## config.mk

```make
export PLATFORM = sky130hd
export DESIGN_NAME = id_ex_stage
export DESIGN_NICKNAME = d
export VERILOG_FILES = /design/src/rtl/id_ex_stage.sv
export SDC_FILE = /design/constraint.sdc
export NUM_CORES = 1
export LEC_CHECK = 0
export BUFFER_PORTS_ARGS = -buffer_cell sky130_fd_sc_hd__buf_4
export CAP_MARGIN = 40
export CELL_PAD_IN_SITES_DETAIL_PLACEMENT = 1
export CELL_PAD_IN_SITES_GLOBAL_PLACEMENT = 2
export CORE_MARGIN = 3
export CORE_UTILIZATION = 25
export DETAILED_ROUTE_END_ITERATION = 8
export PLACE_DENSITY = 0.75
export SYNTH_ARGS = -nofsm -noshare
export SYNTH_HDL_FRONTEND = slang
export SYNTH_SLANG_ARGS = --single-unit
```

## constraint.sdc

```tcl
create_clock -name clk -period 2 [get_ports clk]
set_input_delay 0.2 -clock clk [delete_from_list [all_inputs] [get_ports clk]]
set_output_delay 0.2 -clock clk [all_outputs]
set_load 0.01 [all_outputs]
```

## src/rtl/id_ex_stage.sv

```systemverilog
// id_ex_stage: decode-to-execute pipeline register for the RV32 core.
// Latches operands and controls into the E slot and detects load-use hazards,
// inserting LOAD_USE_BUBBLES bubbles while stalling decode. It also applies
// flush_E/stall_E and writes W-stage results through into the operands it latches.
// Optional feature macro: BUBBLE_CNT_EN adds the bubble_cnt output and its counter.
module id_ex_stage #(
  parameter int unsigned LOAD_USE_BUBBLES = 1,
  parameter int unsigned XLEN             = 32
) (
  input  logic            clk,
  input  logic            rst_n,
  input  logic            valid_D,
  input  logic [XLEN-1:0] PC_D,
  input  logic [4:0]      Rs1_D,
  input  logic [4:0]      Rs2_D,
  input  logic [4:0]      Rd_D,
  input  logic [XLEN-1:0] rdata1_D,
  input  logic [XLEN-1:0] rdata2_D,
  input  logic [XLEN-1:0] imme_D,
  input  logic            reg_ren_D,
  input  logic            auipc_D,
  input  logic            ALU_DB_Src_D,
  input  logic            RegWrite_D,
  input  logic            MemRead_D,
  input  logic [3:0]      ALUop_D,
  input  logic            flush_E,
  input  logic            stall_E,
  input  logic            RegWrite_W,
  input  logic [4:0]      Rd_W,
  input  logic [XLEN-1:0] rdata_reg_W,
  output logic            valid_E,
  output logic [XLEN-1:0] PC_reg_E,
  output logic [4:0]      Rs1_E,
  output logic [4:0]      Rs2_E,
  output logic [4:0]      Rd_E,
  output logic [XLEN-1:0] rdata1_E,
  output logic [XLEN-1:0] rdata2_E,
  output logic [XLEN-1:0] imme_E,
  output logic            reg_ren_E,
  output logic            auipc_E,
  output logic            ALU_DB_Src_E,
  output logic            RegWrite_E,
  output logic            MemRead_E,
  output logic [3:0]      ALUop_E,
  output logic            stall_D
`ifdef BUBBLE_CNT_EN
  ,
  output logic [31:0]     bubble_cnt
`endif
);

  typedef enum logic {ST_RUN, ST_BUBBLE} state_e;

  typedef struct packed {
    logic            valid;
    logic [XLEN-1:0] pc;
    logic [4:0]      rs1;
    logic [4:0]      rs2;
    logic [4:0]      rd;
    logic [XLEN-1:0] rdata1;
    logic [XLEN-1:0] rdata2;
    logic [XLEN-1:0] imme;
    logic            reg_ren;
    logic            auipc;
    logic            alu_db_src;
    logic            reg_write;
    logic            mem_read;
    logic [3:0]      alu_op;
  } e_slot_t;

  localparam logic [1:0] CNT_INIT = 2'(LOAD_USE_BUBBLES - 1);

  state_e     state_q, state_d;
  logic [1:0] cnt_q, cnt_d;
  e_slot_t    e_q, e_d;
  e_slot_t    d_entry;
  logic       hz;
  logic       wt1_d, wt2_d, wt1_e, wt2_e;

  // Hazard detect, write-through matches and the candidate D entry.
  // Rs2 is always compared because stores read it too.
  always_comb begin
    hz = e_q.valid & e_q.mem_read & (e_q.rd != '0) & valid_D & reg_ren_D &
         ((Rs1_D == e_q.rd) | (Rs2_D == e_q.rd));
    wt1_d = RegWrite_W & (Rd_W != '0) & (Rd_W == Rs1_D);
    wt2_d = RegWrite_W & (Rd_W != '0) & (Rd_W == Rs2_D);
    wt1_e = RegWrite_W & (Rd_W != '0) & (Rd_W == e_q.rs1);
    wt2_e = RegWrite_W & (Rd_W != '0) & (Rd_W == e_q.rs2);

    d_entry            = '0;
    d_entry.valid      = valid_D;
    d_entry.pc         = PC_D;
    d_entry.rs1        = Rs1_D;
    d_entry.rs2        = Rs2_D;
    d_entry.rd         = Rd_D;
    d_entry.rdata1     = wt1_d ? rdata_reg_W : rdata1_D;
    d_entry.rdata2     = wt2_d ? rdata_reg_W : rdata2_D;
    d_entry.imme       = imme_D;
    d_entry.reg_ren    = reg_ren_D;
    d_entry.auipc      = auipc_D;
    d_entry.alu_db_src = ALU_DB_Src_D;
    d_entry.reg_write  = RegWrite_D;
    d_entry.mem_read   = MemRead_D;
    d_entry.alu_op     = ALUop_D;
  end

  // Next E slot, state and bubble countdown; priority flush > stall > bubble > advance.
  always_comb begin
    e_d     = e_q;
    state_d = state_q;
    cnt_d   = cnt_q;
    stall_D = 1'b0;
    if (flush_E) begin
      e_d     = '0;
      state_d = ST_RUN;
      cnt_d   = '0;
    end else if (stall_E) begin
      stall_D = 1'b1;
      if (wt1_e) e_d.rdata1 = rdata_reg_W;
      if (wt2_e) e_d.rdata2 = rdata_reg_W;
    end else if (state_q == ST_BUBBLE) begin
      e_d     = '0;
      stall_D = 1'b1;
      cnt_d   = cnt_q - 2'd1;
      if (cnt_q == 2'd1) state_d = ST_RUN;
    end else if (hz) begin
      e_d     = '0;
      stall_D = 1'b1;
      cnt_d   = CNT_INIT;
      if (LOAD_USE_BUBBLES > 1) state_d = ST_BUBBLE;
    end else begin
      e_d = d_entry;
    end
  end

  // Pipeline register and state machine with synchronous active-low reset.
  always_ff @(posedge clk) begin
    if (!rst_n) begin
      e_q     <= '0;
      state_q <= ST_RUN;
      cnt_q   <= '0;
    end else begin
      e_q     <= e_d;
      state_q <= state_d;
      cnt_q   <= cnt_d;
    end
  end

`ifdef BUBBLE_CNT_EN
  logic [31:0] bubble_cnt_q, bubble_cnt_d;
  logic        bub_inc;

  // Count load-use bubble cycles and flushes that kill a valid E instruction.
  always_comb begin
    bub_inc = 1'b0;
    if (flush_E) bub_inc = e_q.valid;
    else if (!stall_E) bub_inc = (state_q == ST_BUBBLE) | hz;
    bubble_cnt_d = bubble_cnt_q + 32'(bub_inc);
  end

  // Bubble counter register, wraps naturally at 2^32.
  always_ff @(posedge clk) begin
    if (!rst_n) bubble_cnt_q <= '0;
    else        bubble_cnt_q <= bubble_cnt_d;
  end

  assign bubble_cnt = bubble_cnt_q;
`endif

  assign valid_E      = e_q.valid;
  assign PC_reg_E     = e_q.pc;
  assign Rs1_E        = e_q.rs1;
  assign Rs2_E        = e_q.rs2;
  assign Rd_E         = e_q.rd;
  assign rdata1_E     = e_q.rdata1;
  assign rdata2_E     = e_q.rdata2;
  assign imme_E       = e_q.imme;
  assign reg_ren_E    = e_q.reg_ren;
  assign auipc_E      = e_q.auipc;
  assign ALU_DB_Src_E = e_q.alu_db_src;
  assign RegWrite_E   = e_q.reg_write;
  assign MemRead_E    = e_q.mem_read;
  assign ALUop_E      = e_q.alu_op;

endmodule
```

# ---- After elaboration in Yosys (flattened, before gate mapping)
# Index checks and enable logic that the tools add are counted.
dict set report classes {
  addsub 1
  eq_ne 9
  muxes 15
  bitwise 13
  n_reduce_logical 5
}
# cell n
set ops {}
lappend ops {{$mux 153} 2}
lappend ops {{$mux 32} 4}
lappend ops {{$mux 64} 1}
lappend ops {{$eq 5x5->1} 6}
lappend ops {{$and 1x1->1} 10}
lappend ops {{$reduce_bool 5->1} 2}
lappend ops {{$mux 1} 6}
lappend ops {{$mux 2} 2}
lappend ops {{$ne 2x1->1 const B} 2}
lappend ops {{$eq 2x1->1 const B} 1}
lappend ops {{$not 1->1} 2}
lappend ops {{$reduce_and 2->1} 1}
lappend ops {{$reduce_bool 2->1} 1}
lappend ops {{$reduce_or 2->1} 1}
lappend ops {{$sub 2x1->2 const B} 1}
lappend ops {{$or 1x1->1} 1}
dict set report word_totals {
  regBits 156
  in_bits 195
  output_inout_bits 154
  word_cells 59
}

# ---- Depth between registers and ports, before layout
dict set report depth {
  depth_word 9
  depth_mapped 8
  ltp_nobuf 5
}

# ---- Worst setup path after synthesis
# No wires, ideal clock.
dict set report synth_path {
  path_kind {register -> register}
  startpoint {reg e_q (netlist bit Rd_E[2])}
  endpoint {reg e_q (netlist bit rdata1_E[18])}
  setup_ns 0.131
  arrival_time_ns 1.681
  t_required_ns 1.869
  slack_ns 0.188
  path_stages_with_launch 7
  path_buffers 1
  period_less_slack_ns 1.812
  cell_sequence {dfxtp_1 xor2_1 nor3_1 a22oi_1 o2111ai_1 clkbuf_1 o21ai_0}
}
dict set report synth_via {
  elab_chain_cells 8
  word_cells_on_any_way 11
  classes_between {eq/ne (2); mux (3); bitwise (5); reduce/logical (1)}
}
# item line_no
set synth_rtl {}
lappend synth_rtl {{start, declared} 75} ;# e_slot_t e_q, e_d;
lappend synth_rtl {{start signal, assigned} 139} ;# e_q <= '0;
lappend synth_rtl {{start signal, assigned} 143} ;# e_q <= e_d;
lappend synth_rtl {{$reduce_bool 5->1} 83} ;# hz = e_q.valid & e_q.mem_read & (e_q.rd != '0) & valid_D & reg_ren_D &
lappend synth_rtl {{$and 1x1->1 (3 in series)} 83}
lappend synth_rtl {{$and 1x1->1 (*)} 83}
lappend synth_rtl {{$mux 153 (*)} 126} ;# end else if (hz) begin
lappend synth_rtl {{$mux 153 (*)} 121} ;# end else if (state_q == ST_BUBBLE) begin
lappend synth_rtl {{$mux 64 (*)} 117} ;# end else if (stall_E) begin
# Every way passes the cells marked *; elsewhere a longest branch is shown, timed or not.
# A chain may end at the register's enable or synchronous reset.

# ---- Worst setup path after layout
dict set report layout_path {
  startpoint {reg e_q (netlist bit Rd_E[2])}
  endpoint {out stall_D}
}
dict set report layout_via {
  elab_chain_cells 9
  word_cells_on_any_way 12
  classes_between {eq/ne (2); mux (4); bitwise (5); reduce/logical (1)}
}
# item line_no
set layout_rtl {}
lappend layout_rtl {{$reduce_bool 5->1} 83}
lappend layout_rtl {{$and 1x1->1 (3 in series)} 83}
lappend layout_rtl {{$and 1x1->1 (*)} 83}
lappend layout_rtl {{$mux 1 (*)} 126}
lappend layout_rtl {{$mux 1 (*)} 121}
lappend layout_rtl {{$mux 1 (*)} 117}
lappend layout_rtl {{$mux 1 (*)} 113} ;# if (flush_E) begin
lappend layout_rtl {{end, declared} 45} ;# output logic stall_D
# Marks and branches as above.

==> results.toml <==
[clocking]
hold_buffers = 0
clock_latency_ps = 420
cts-root-buf = "clkbuf_16"
cts.htree.levels = 4
cts_buffers = 17
clockBufferDepth = 2
clk_pin_slew_ps = 70
cts_tree = "yes"
cts.sinks = 156

[worst_hold_path]
hold_class = "input port to flop"
hp-start = "rdata2_D[4]"

[route]
finalWirelength_um = 30230
post-route-drc-count = 0
via_per_inst = 4.964
ant_nets = 0
wl_per_cell_um = 20.25
first_pass_iters = 4
dr_total_vias = 7411
drt-initial-drc-count = 235

[die]
die_h_um = 173.2
rows = 60
die_w_um = 173.2
initial_core_util_pct = 25.71
core_um2 = 27180
die_area_um2 = 29990
ios = 349

[global_routing]
antenna_found_initial = 0
grtUsageTotal_pct = 18.86
grt_max_degree = 81
grt_pass1_wl_um = 45380
grt_pass1_vias = 7557
grt_overflow_total = 0

[worst_setup_path]
crit_fanout = 3
worst_path_largest_cell_delay_ps = 520
worst_path_most_repeated_cell = "buf_6"
cp.arrival_ps = 1950
cp-end-kind = "output port"
reg2reg_from = "Rd_E[2]"
cp-start-kind = "flop"
crit_type = "flop to output port"
r2r_slack_ps = -60
startpoint = "Rd_E[2]"
crit_slowest_cell = "or4_4"
path_cells = "or4_4 > o21ai_2 > buf_6 > o21ai_4 > o21ba_4 > buf_6"
required_ps = 1800

[pwr]
powerDensity_nw_per_um2 = 712.3
total_power_mw = 8.092
power_leakage_nw = 4.580
vdd_drop_max_uv = 467.3

[logic_synthesis]
synthDistinctLibCells = 33
synth_top_area_share_pct = 44.70
synth_top_family_by_area = "compound AO/OA/AOI/OAI gates"
synthArstFlopShare_pct = 0
synthMuxAreaShare_pct = 9.169
synth_compound_area_share_pct = 20.61
synth_top_area_cell = "dfxtp_1"
yosysMostFrequentCell = "nand3_1"
ys.flop_type = "dfxtp_1"
synth_fa_ha_area_share_pct = 0.1791
synthesis.area_um2 = 6987
synthXorXnorAreaFrac_pct = 3.761
syn_avg_cell_area_um2 = 9.062
syn-num-nets = 967
synth_edf_count = 0
yosys.area_share.simple_pct = 14.90
netlist_top_cells_area = "dfxtp_1 45%, nand3_1 13%, o21ai_0 9.2%"
netlist_instances = 771
yosys-top-cells-count = "182 x nand3_1, 156 x dfxtp_1, 129 x o21ai_0"
synth-seq-cells = 156
yosys_warnings = 0
yosysSeqAreaShare_pct = 44.70

[finish]
fill_cells = 3127
area_growth_pct = 62.59
layout.cells.non_filler = 1493
drive_gt1_share_pct = 45.58
antennaDiodeCount = 0
nNetsFinal = 1304
post-route-util_pct = 41.80

[outcome]
status = "complete, but fails checks"
failed_checks = "setup timing"

[timing]
final-setup-viol-count = 60
fmax_ghz = 0.4659
hold_violations = 0
slew_headroom_pct = 73.69
drv_slew = 0
fin_setup_tns_ps = -1566
setup_ws_ps = -146.2
tightest_slew_ps = 394.7
post-route-period-util_pct = 107.3
fin_skew_ps = 11.31
rsz0062_at_grt = "true"
post-route-min-period_ps = 2146

[place]
gp_congestion = 0.7829
place_inst = 1443
port_buffers = 348
hpwl_um = 20930

[job]
max-cap-violations = 0
[power by group]
| part | switching, mW | internal [mW] |
|---|---|---|
| logic | 0.628 | 0.666 |
| clock network | 1.54 | 1.94 |
| registers | 0.0832 | 3.24 |
[cell families after synthesis]
kind of cell,Yosys count
multiplexers,64
AND/OR/NAND/NOR,199
XOR/XNOR,30
adder cells (fa/ha/maj),1
AO/OA/AOI/OAI,231
flip-flops,156
buffers and inverters,90
[worst max-delay path: cells and delay by family, from the launching register on]
| kind | cells | cell delay [ps] |
|---|---|---|
| AOI/OAI and AO/OA | 3 | 410 |
| and+or+nand+nor | 1 | 520 |
| DFF | 1 | 350 |
| buffers and inverters | 2 | 240 |
[per-layer routing]
metal	routed length, um	track usage (%)
met1	13060	23.87
met3	2570	7.181
met2	14220	30.51
met5	0	0
met4	383	4.324
[final cells by class]
cell class / count / area (um2) / area share (%)
multi-input cells: 525 / 3687 / 32.46
repair buffers: 405 / 3455 / 30.41
flip-flops and latches: 156 / 3132 / 27.57
well taps: 372 / 465.4 / 4.097
clock buffers: 18 / 439.2 / 3.866
clock inverters: 14 / 170.2 / 1.498
inverters: 3 / 11.26 / 0.09913
[timing repair]
item / 4_1_cts / 5_1_grt
resized for setup: 9 / 112
cloned: 1 / 9
setup endpoints to repair: 61 / 92
hold endpoints to repair: 0 / 0
pin swaps: 3 / 23
buffers inserted: 7 / 0
[final timing paths]
| path | end | depth (start not counted) |
|---|---|---|
| hold reg to reg | imme_E[29] | 2 |
| hold / removal | rdata2_E[4] | 3 |
| setup / recovery | stall_D | 6 |
| setup reg to reg | rdata2_E[20] | 8 |
[cell usage in the layout (no fill, tap or decap), drive strengths merged]
master,count
mux2i,64
nor2,4
o31ai,2
xnor2,16
clkbuf,25
o21ai,157
o2111ai,1
clkinv,1
nand2b,1
and4,1
a22oi,1
dfxtp,156
buf,398
ha,1
xor2,14
o21ba,1
nor4,2
clkinvlp,1
nor3,2
o221ai,64
nor2b,1
or3,2
inv,13
bufinv,2
or4,2
nand3,182
a21oi,2
nand2,2
a31oi,1
a211oi,2
[registers in the layout, indices dropped and copies added, names as in the netlist, 2 cells and up]
signal and count:
cnt_q 2, PC_reg_E 32, rdata1_E 32, ALUop_E 4
Rs2_E 5, rdata2_E 32, imme_E 32, Rd_E 5
Rs1_E 5
[stage by stage]
stage	hold WS (ps)	worst slack, ps	instance area [um2]
finish	38.19	-146.2	11360
global route	26.00	-229.7	11360
CTS	21.33	-215.5	10870
detailed placement	472.9	-119.2	10160
global placement	460.1	-30.41	10160
floorplan	366.5	187.8	6987
Note: power is estimated with default switching activity, not from simulation.
